[src/rtl/comp_pkg.sv]
// Shared definitions for the comp MAC family: sample mode encoding and lane bus packing helpers.
package comp_pkg;

  typedef enum logic {
    MODE_PROD = 1'b0,
    MODE_ACC  = 1'b1
  } mode_e;

  function automatic int unsigned lane_base(input int unsigned lane, input int unsigned width);
    return lane * width;
  endfunction

  function automatic int unsigned res_width(input int unsigned p_size);
    return 2 * p_size;
  endfunction

endpackage

[src/rtl/comp_mac_lane.sv]
// One MAC lane: operand register, exact product, delay line and saturating accumulator with sticky flag.
module comp_mac_lane
  import comp_pkg::*;
#(
  parameter int unsigned P_SIZE  = 8,
  parameter int unsigned LATENCY = 3
) (
  input  logic                         clk,
  input  logic                         rst,
  input  logic [P_SIZE-1:0]            i_a,
  input  logic [P_SIZE-1:0]            i_b,
  input  logic                         fin_vld,
  input  logic                         fin_mode,
  input  logic                         fin_clr,
  output logic [res_width(P_SIZE)-1:0] o_res,
  output logic                         o_sat
);

  localparam int unsigned W = res_width(P_SIZE);

  logic [P_SIZE-1:0] a_r, b_r;
  logic [W-1:0]      prod_fin;
  logic [W-1:0]      acc;
  logic [W:0]        sum;

  always_ff @(posedge clk or posedge rst) begin
    if (rst) begin
      a_r <= '0;
      b_r <= '0;
    end else begin
      a_r <= i_a;
      b_r <= i_b;
    end
  end

  if (LATENCY == 2) begin : g_merge
    // Product feeds the accumulate register combinationally when the stages merge.
    assign prod_fin = W'(a_r) * W'(b_r);
  end else begin : g_pipe
    for (genvar i = 0; i < LATENCY - 2; i++) begin : g_dly
      logic [W-1:0] q;
      if (i == 0) begin : g_first
        always_ff @(posedge clk or posedge rst) begin
          if (rst) q <= '0;
          else     q <= W'(a_r) * W'(b_r);
        end
      end else begin : g_next
        always_ff @(posedge clk or posedge rst) begin
          if (rst) q <= '0;
          else     q <= g_dly[i-1].q;
        end
      end
    end
    assign prod_fin = g_dly[LATENCY-3].q;
  end

  // Carry out of the widened sum is exactly the overflow condition.
  always_comb begin
    sum = {1'b0, acc} + {1'b0, prod_fin};
  end

  always_ff @(posedge clk or posedge rst) begin
    if (rst) begin
      acc   <= '0;
      o_res <= '0;
      o_sat <= 1'b0;
    end else if (fin_vld) begin
      if (fin_mode == MODE_PROD) begin
        o_res <= prod_fin;
      end else if (fin_clr) begin
        acc   <= prod_fin;
        o_res <= prod_fin;
        o_sat <= 1'b0;
      end else if (sum[W]) begin
        acc   <= '1;
        o_res <= '1;
        o_sat <= 1'b1;
      end else begin
        acc   <= sum[W-1:0];
        o_res <= sum[W-1:0];
      end
    end
  end

endmodule

[src/rtl/comp_mac_pipe.sv]
// Multi-lane pipelined multiplier/accumulator: shared control pipeline plus N_CH generated lanes.
module comp_mac_pipe
  import comp_pkg::*;
#(
  parameter int unsigned P_SIZE  = 8,
  parameter int unsigned N_CH    = 2,
  parameter int unsigned LATENCY = 3
) (
  input  logic                       clk,
  input  logic                       rst,
  input  logic                       ena,
  input  logic                       i_mode,
  input  logic                       i_clr,
  input  logic [N_CH*P_SIZE-1:0]     i_param,
  input  logic [N_CH*P_SIZE-1:0]     i_param_2,
  output logic [N_CH*2*P_SIZE-1:0]   o_param,
  output logic [N_CH-1:0]            o_sat,
  output logic                       dv
);

  logic [LATENCY-1:0] vld_sr;
  logic [LATENCY-2:0] mode_sr;
  logic [LATENCY-2:0] clr_sr;

  always_ff @(posedge clk or posedge rst) begin
    if (rst) vld_sr <= '0;
    else     vld_sr <= {vld_sr[LATENCY-2:0], ena};
  end

  // Mode/clr only need to reach the accumulate stage, one slot short of dv.
  if (LATENCY == 2) begin : g_ctl_short
    always_ff @(posedge clk or posedge rst) begin
      if (rst) begin
        mode_sr <= '0;
        clr_sr  <= '0;
      end else begin
        mode_sr <= i_mode;
        clr_sr  <= i_clr;
      end
    end
  end else begin : g_ctl_long
    always_ff @(posedge clk or posedge rst) begin
      if (rst) begin
        mode_sr <= '0;
        clr_sr  <= '0;
      end else begin
        mode_sr <= {mode_sr[LATENCY-3:0], i_mode};
        clr_sr  <= {clr_sr[LATENCY-3:0], i_clr};
      end
    end
  end

  assign dv = vld_sr[LATENCY-1];

  for (genvar n = 0; n < N_CH; n++) begin : g_lane
    localparam int unsigned OP_LO  = lane_base(n, P_SIZE);
    localparam int unsigned RES_LO = lane_base(n, res_width(P_SIZE));

    comp_mac_lane #(
      .P_SIZE  (P_SIZE),
      .LATENCY (LATENCY)
    ) u_lane (
      .clk      (clk),
      .rst      (rst),
      .i_a      (i_param[OP_LO +: P_SIZE]),
      .i_b      (i_param_2[OP_LO +: P_SIZE]),
      .fin_vld  (vld_sr[LATENCY-2]),
      .fin_mode (mode_sr[LATENCY-2]),
      .fin_clr  (clr_sr[LATENCY-2]),
      .o_res    (o_param[RES_LO +: res_width(P_SIZE)]),
      .o_sat    (o_sat[n])
    );
  end

endmodule

[config.mk]
export PLATFORM = sky130hd
export DESIGN_NAME = comp_mac_pipe
export DESIGN_NICKNAME = d
export VERILOG_FILES = /design/src/rtl/comp_pkg.sv /design/src/rtl/comp_mac_lane.sv /design/src/rtl/comp_mac_pipe.sv
export SDC_FILE = /design/constraint.sdc
export NUM_CORES = 1
export LEC_CHECK = 0
export BUFFER_PORTS_ARGS = -buffer_cell sky130_fd_sc_hd__buf_2
export CORE_MARGIN = 3
export CORE_UTILIZATION = 62
export CTS_CLUSTER_SIZE = 10
export DETAILED_ROUTE_END_ITERATION = 16
export PLACE_DENSITY = 0.87
export SYNTH_ARGS = -nofsm -noshare
export SYNTH_HDL_FRONTEND = slang
export SYNTH_SLANG_ARGS = --single-unit
[constraint.sdc]
create_clock -name clk -period 5.1 [get_ports clk]
set_input_delay 0.255 -clock clk [delete_from_list [all_inputs] [get_ports clk]]
set_output_delay 0.255 -clock clk [all_outputs]
set_load 0.01 [all_outputs]
Word level (Yosys, flattened, before mapping). Cells that the tools add are included.

Add/subtract/negate cells: 2. Multipliers: 2. Mux-type cells: 10. Reductions and logical operators: 5.

Operators with widths (number): $mux W16 (6); $add A16 B16 Y17 (2); $mul A8 B8 Y16 (2); $reduce_and A3 Y1 (2); $mux W1 (4); $reduce_bool A2 Y1 (2); $reduce_and A2 Y1 (1).

Bits in registers: 137. Input port bits: 37. Output and inout bits: 35. Logic and storage cells: 34.

Depth between registers and ports, before layout.
Word-level depth: 4. Depth in mapped cells: 16. Mapped depth without buffers: 16.

Hierarchy. From an unflattened synthesis, not the netlist that was laid out.

Cell total of the unflattened synthesis: 1007. Area, all modules: 10213.5 µm².

Modules (own cells, without submodules): comp_mac_lane at g_lane[0].u_lane (instances 1, cells each 504, area an instance 5051.1 µm², seq. area each 1626.6 µm²); comp_mac_lane at g_lane[1].u_lane (instances 1, cells each 495, area an instance 4983.5 µm², seq. area each 1626.6 µm²); comp_mac_pipe (instances 1, cells each 8, area an instance 178.9 µm², seq. area each 175.2 µm²).

Worst setup path after synthesis. Ideal clock, no wire load.

Path kind: reg-to-reg. Start: register g_lane[0].u_lane.a_r[3]. End: register g_lane[0].u_lane.g_pipe.g_dly[0].q[15]. Library setup time: 0.094 ns. Arrival: 4.048 ns. Data required time: 5.006 ns. Path slack: 0.958 ns. Cell stages (with the launch flop): 15. Path buffers: 0. Period minus slack after synthesis: 4.142 ns. Cells stage by stage: dfrtp_1 > and2_1 > fa_1 > fa_1 > inv_1 > fa_1 > fa_1 > inv_1 > ha_1 > o21a_1 > o21a_1 > o31a_1 > o21ai_0 > nor2_1 > a211oi_1.

Cells in the longest elaborated chain, start to end: 1.

Ends and longest elaborated chain: from (decl) (line comp_mac_lane.sv:21) `logic [P_SIZE-1:0] a_r, b_r;`; from (signal assigned) (line comp_mac_lane.sv:31) `a_r <= i_a;`; $mul A8 B8 Y16 (line comp_mac_lane.sv:45) `else q <= W'(a_r) * W'(b_r);`; to (signal assigned) (line comp_mac_lane.sv:45); to (decl) (line comp_mac_lane.sv:41) `logic [W-1:0] q;`.

Every way passes these cells. A chain may end at the register's enable or synchronous reset.

Final worst setup path. Ends and elaborated chain as after synthesis.

==> impl_metrics.yaml <==
run_status:
  status: "finished, final reports clean"
worst_setup_path:
  r2r_start: "g_lane[0].u_lane.a_r[3]"
  crit_path_start_kind: "flip-flop"
  path_buf_inv: 2
  slowest_stage: "fa_1"
  cp_slowest_stage_delay_ps: 560
  crit_family: "adder cells"
  reg2reg_slack_ps: 620
  cp_common_cell: "fa_1"
  r2r_end: "g_lane[0].u_lane.g_pipe.g_dly[0].q[15]"
  r2r_cells: 14
  path_class: "reg2reg"
  path_max_fanout: 8
  crit_required_ps: 5420
  critPathArrivalTime_ps: 4800
  cp_cell_sequence: "and2_1 > fa_1 > fa_1 > inv_1 > fa_1 > fa_1 > inv_1 > ha_1 > o21a_1 > o21a_1 > o31a_1 > o21ai_0 > nor2_1 > a211oi_1"
  worst_setup_path_end_kind: "flip-flop"
power_and_ir_drop:
  ir_drop_mv: 0.3111
  p_per_area_nw_per_um2: 535.2
  design_power_total_uw: 6290
  p_leak_uw: 0.005993
clock_network:
  cts.clk_slew.worst_paths_ps: 60
  cts_tree: "yes"
  postCtsSetupRepairBufs: 0
  numCtsBuffers: 17
  cts-root-buf: "clkbuf_16"
  clk_latency_ps: 430
  cts_buffer_depth: 2
  h-tree-depth: 4
  clock-sinks: 137
  cts_resized: 0
final_layout:
  n_antenna_cell: 0
  syn_to_final_growth_pct: 15.07
  fin_nets: 1338
  drive_above_1_share_pct: 11.44
  fin_cells: 1352
  design_area_sq_um: 11750
placement:
  io_buffers: 71
  hpwl_um: 15550
  placedCellCount: 1284
  place_congestion: 0.8772
  placed_cell_area_sq_um: 10780
synthesis:
  synthFlopType: "dfrtp_1"
  synthTopCellsByArea: "dfrtp_1 (34%), fa_1 (15%), ha_1 (13%)"
  yosysWarnings: 0
  synth_seq_cells: 137
  syn_area_sq_um: 10210
  syn_avg_cell_area_sq_um: 10.07
  synth_top_area_share_pct: 33.56
  syn_inst: 1014
  async_flop_share_pct: 100.0
  ys_types: 56
  syn_nets: 1229
  synth_edf_count: 0
  synth_area_leader_cell: "dfrtp_1"
  ys_seq_area_share_pct: 33.56
floorplan:
  io_pins: 72
  num_rows: 46
  die_w_um: 134.4
  fp.dieH_um: 134.4
  start_util_pct: 63.84
  die_area_sq_um: 18050
  fp.coreArea_sq_um: 16000
global_routing:
  track_usage_pct: 26.69
  first_global_vias: 8113
  antenna_found_initial: 0
  grt_overflow: 0
  grt_first_pass_wirelength_um: 38780
  grt_max_degree: 78
route:
  ant_nets: 0
  vias: 7661
  routed_wl_um: 22420
  routed_via_density: 5.666
  post-route-drc-count: 0
  wl_per_cell_um: 16.58
  first_iter_violations: 466
  dr.pass1.iters: 5
timing:
  finalSetupTns_ps: 0
  period_share_pct: 87.84
  fin_crit_ps: 4480
  fmax_mhz: 223.2
  rsz0062_at_grt: "no"
  hold_viol_final: 0
  slew_headroom_pct: 39.18
  skew_ps: 12.01
  setup_viol: 0
  slew_viol_final: 0
  worstMarginPinSlew_ps: 911.3
worst_hold_path:
  hold_start: "clr_sr[0]"
  hold_path_end: "clr_sr[1]"
  hold_class: "reg2reg"
  min_path_cells: 0
job:
  max_cap_violations: 0
-- placed cells by master (no fill, tap or decap), types with 16 or more instances in the layout --
cell type and instances:
dfrtp_1 137, inv_1 130, and2_1 111, ha_1 104, nand2_1 87, fa_1 74
buf_2 71, a21oi_1 47, o21ai_0 47, dlygate4sd3_1 36, nor2_1 35, a21o_1 33
xnor2_1 24, clkbuf_16 17, o221ai_1 16
-- how the worst max path moves through the flow --
stage / startpoint / end / slack, ps / depth (start not counted)
finish: g_lane[0].u_lane.a_r[3] / g_lane[0].u_lane.g_pipe.g_dly[0].q[15] / 620 / 14
global route: g_lane[0].u_lane.a_r[3] / g_lane[0].u_lane.g_pipe.g_dly[0].q[15] / 390 / 14
floorplan: g_lane[0].u_lane.a_r[3] / g_lane[0].u_lane.g_pipe.g_dly[0].q[15] / 960 / 14
global placement: g_lane[0].u_lane.b_r[2] / g_lane[0].u_lane.g_pipe.g_dly[0].q[15] / 770 / 14
CTS: g_lane[0].u_lane.b_r[2] / g_lane[0].u_lane.g_pipe.g_dly[0].q[15] / 600 / 14
detailed placement: g_lane[0].u_lane.a_r[3] / g_lane[0].u_lane.g_pipe.g_dly[0].q[15] / 640 / 14
-- state kept, by name, indices dropped and copies added, names as in the netlist --
name,cells
g_lane.u_lane.o_res,32
mode_sr,2
g_lane.u_lane.b_r,16
g_lane.u_lane.a_r,16
clr_sr,2
g_lane.u_lane.acc,32
vld_sr,3
g_lane.u_lane.o_sat,2
g_lane.u_lane.g_pipe.g_dly.q,32
-- report_power, final --
group          internal [uW]  switching, uW  total [uW]  leakage [uW]
Clock                    786            497        1280      0.000290
Combinational           1460           1820        3280       0.00405
Sequential              1440            283        1730       0.00165
-- metal layers --
layer / global-route usage, % / share of wire (%)
met4: 9.276 / 2.5
met1: 35.83 / 44
met3: 3.751 / 3.9
met2: 44.94 / 49
met5: 0 / 0
-- timing repair --
action                                  CTS  global route
endpoints found under the setup margin    0             0
hold endpoints to repair                111             0
hold buffers                             36             0
-- Yosys cell counts, types with 2 or more instances --
library cell,count
dfrtp_1,137
inv_1,131
and2_1,111
ha_1,104
nand2_1,87
fa_1,74
a21oi_1,47
o21ai_0,47
nor2_1,35
a21o_1,33
xnor2_1,24
clkbuf_1,18
o221ai_1,16
a221o_1,15
xor2_1,15
nor3_1,12
nand3_1,10
o21a_1,10
o221ai_2,6
a211oi_1,5
a31oi_1,5
o211ai_1,5
o221a_2,5
a22oi_1,4
nand2b_1,4
o311ai_0,4
o31a_1,4
a21boi_0,3
and3_1,3
nor2b_1,3
o21bai_1,3
or2_2,3
or3_1,3
a211o_1,2
a31o_2,2
buf_4,2
buf_6,2
or4_1,2
-- final cells by class --
| class | count | area, sq um |
|---|---|---|
| multi-input cells | 723 | 6185 |
| fillers | 1110 | 4247 |
| flip-flops and latches | 137 | 3428 |
| repair buffers | 113 | 760.7 |
| inverters | 131 | 496.7 |
| clock buffers | 19 | 442.9 |
| well taps | 216 | 270.3 |
| clock inverters | 13 | 170.2 |
-- cell families (layout without fill, tap and decap cells) --
family	Yosys count	after routing	share of synthesized area (%)
buffers and inverters	154	276	5.892
XOR/XNOR	39	39	3.344
AO/OA/AOI/OAI	227	227	15.90
adder cells (fa/ha/maj)	178	178	27.24
flip-flops	137	137	33.56
AND/OR/NAND/NOR	279	279	14.06
-- per-stage QoR --
step / utilization, % / setup slack, ps / hold slack (ps)
4_1_cts: 73.46 / 604.3 / 353.1
3_5_place_dp: 67.38 / 637.4 / 339.5
5_1_grt: 73.46 / 393.5 / 355.0
3_3_place_gp: 67.38 / 773.9 / 333.8
6_report: 73.46 / 620.3 / 351.4
2_1_floorplan: - / 957.6 / 286.4
Note: power is estimated with default switching activity, not from simulation.
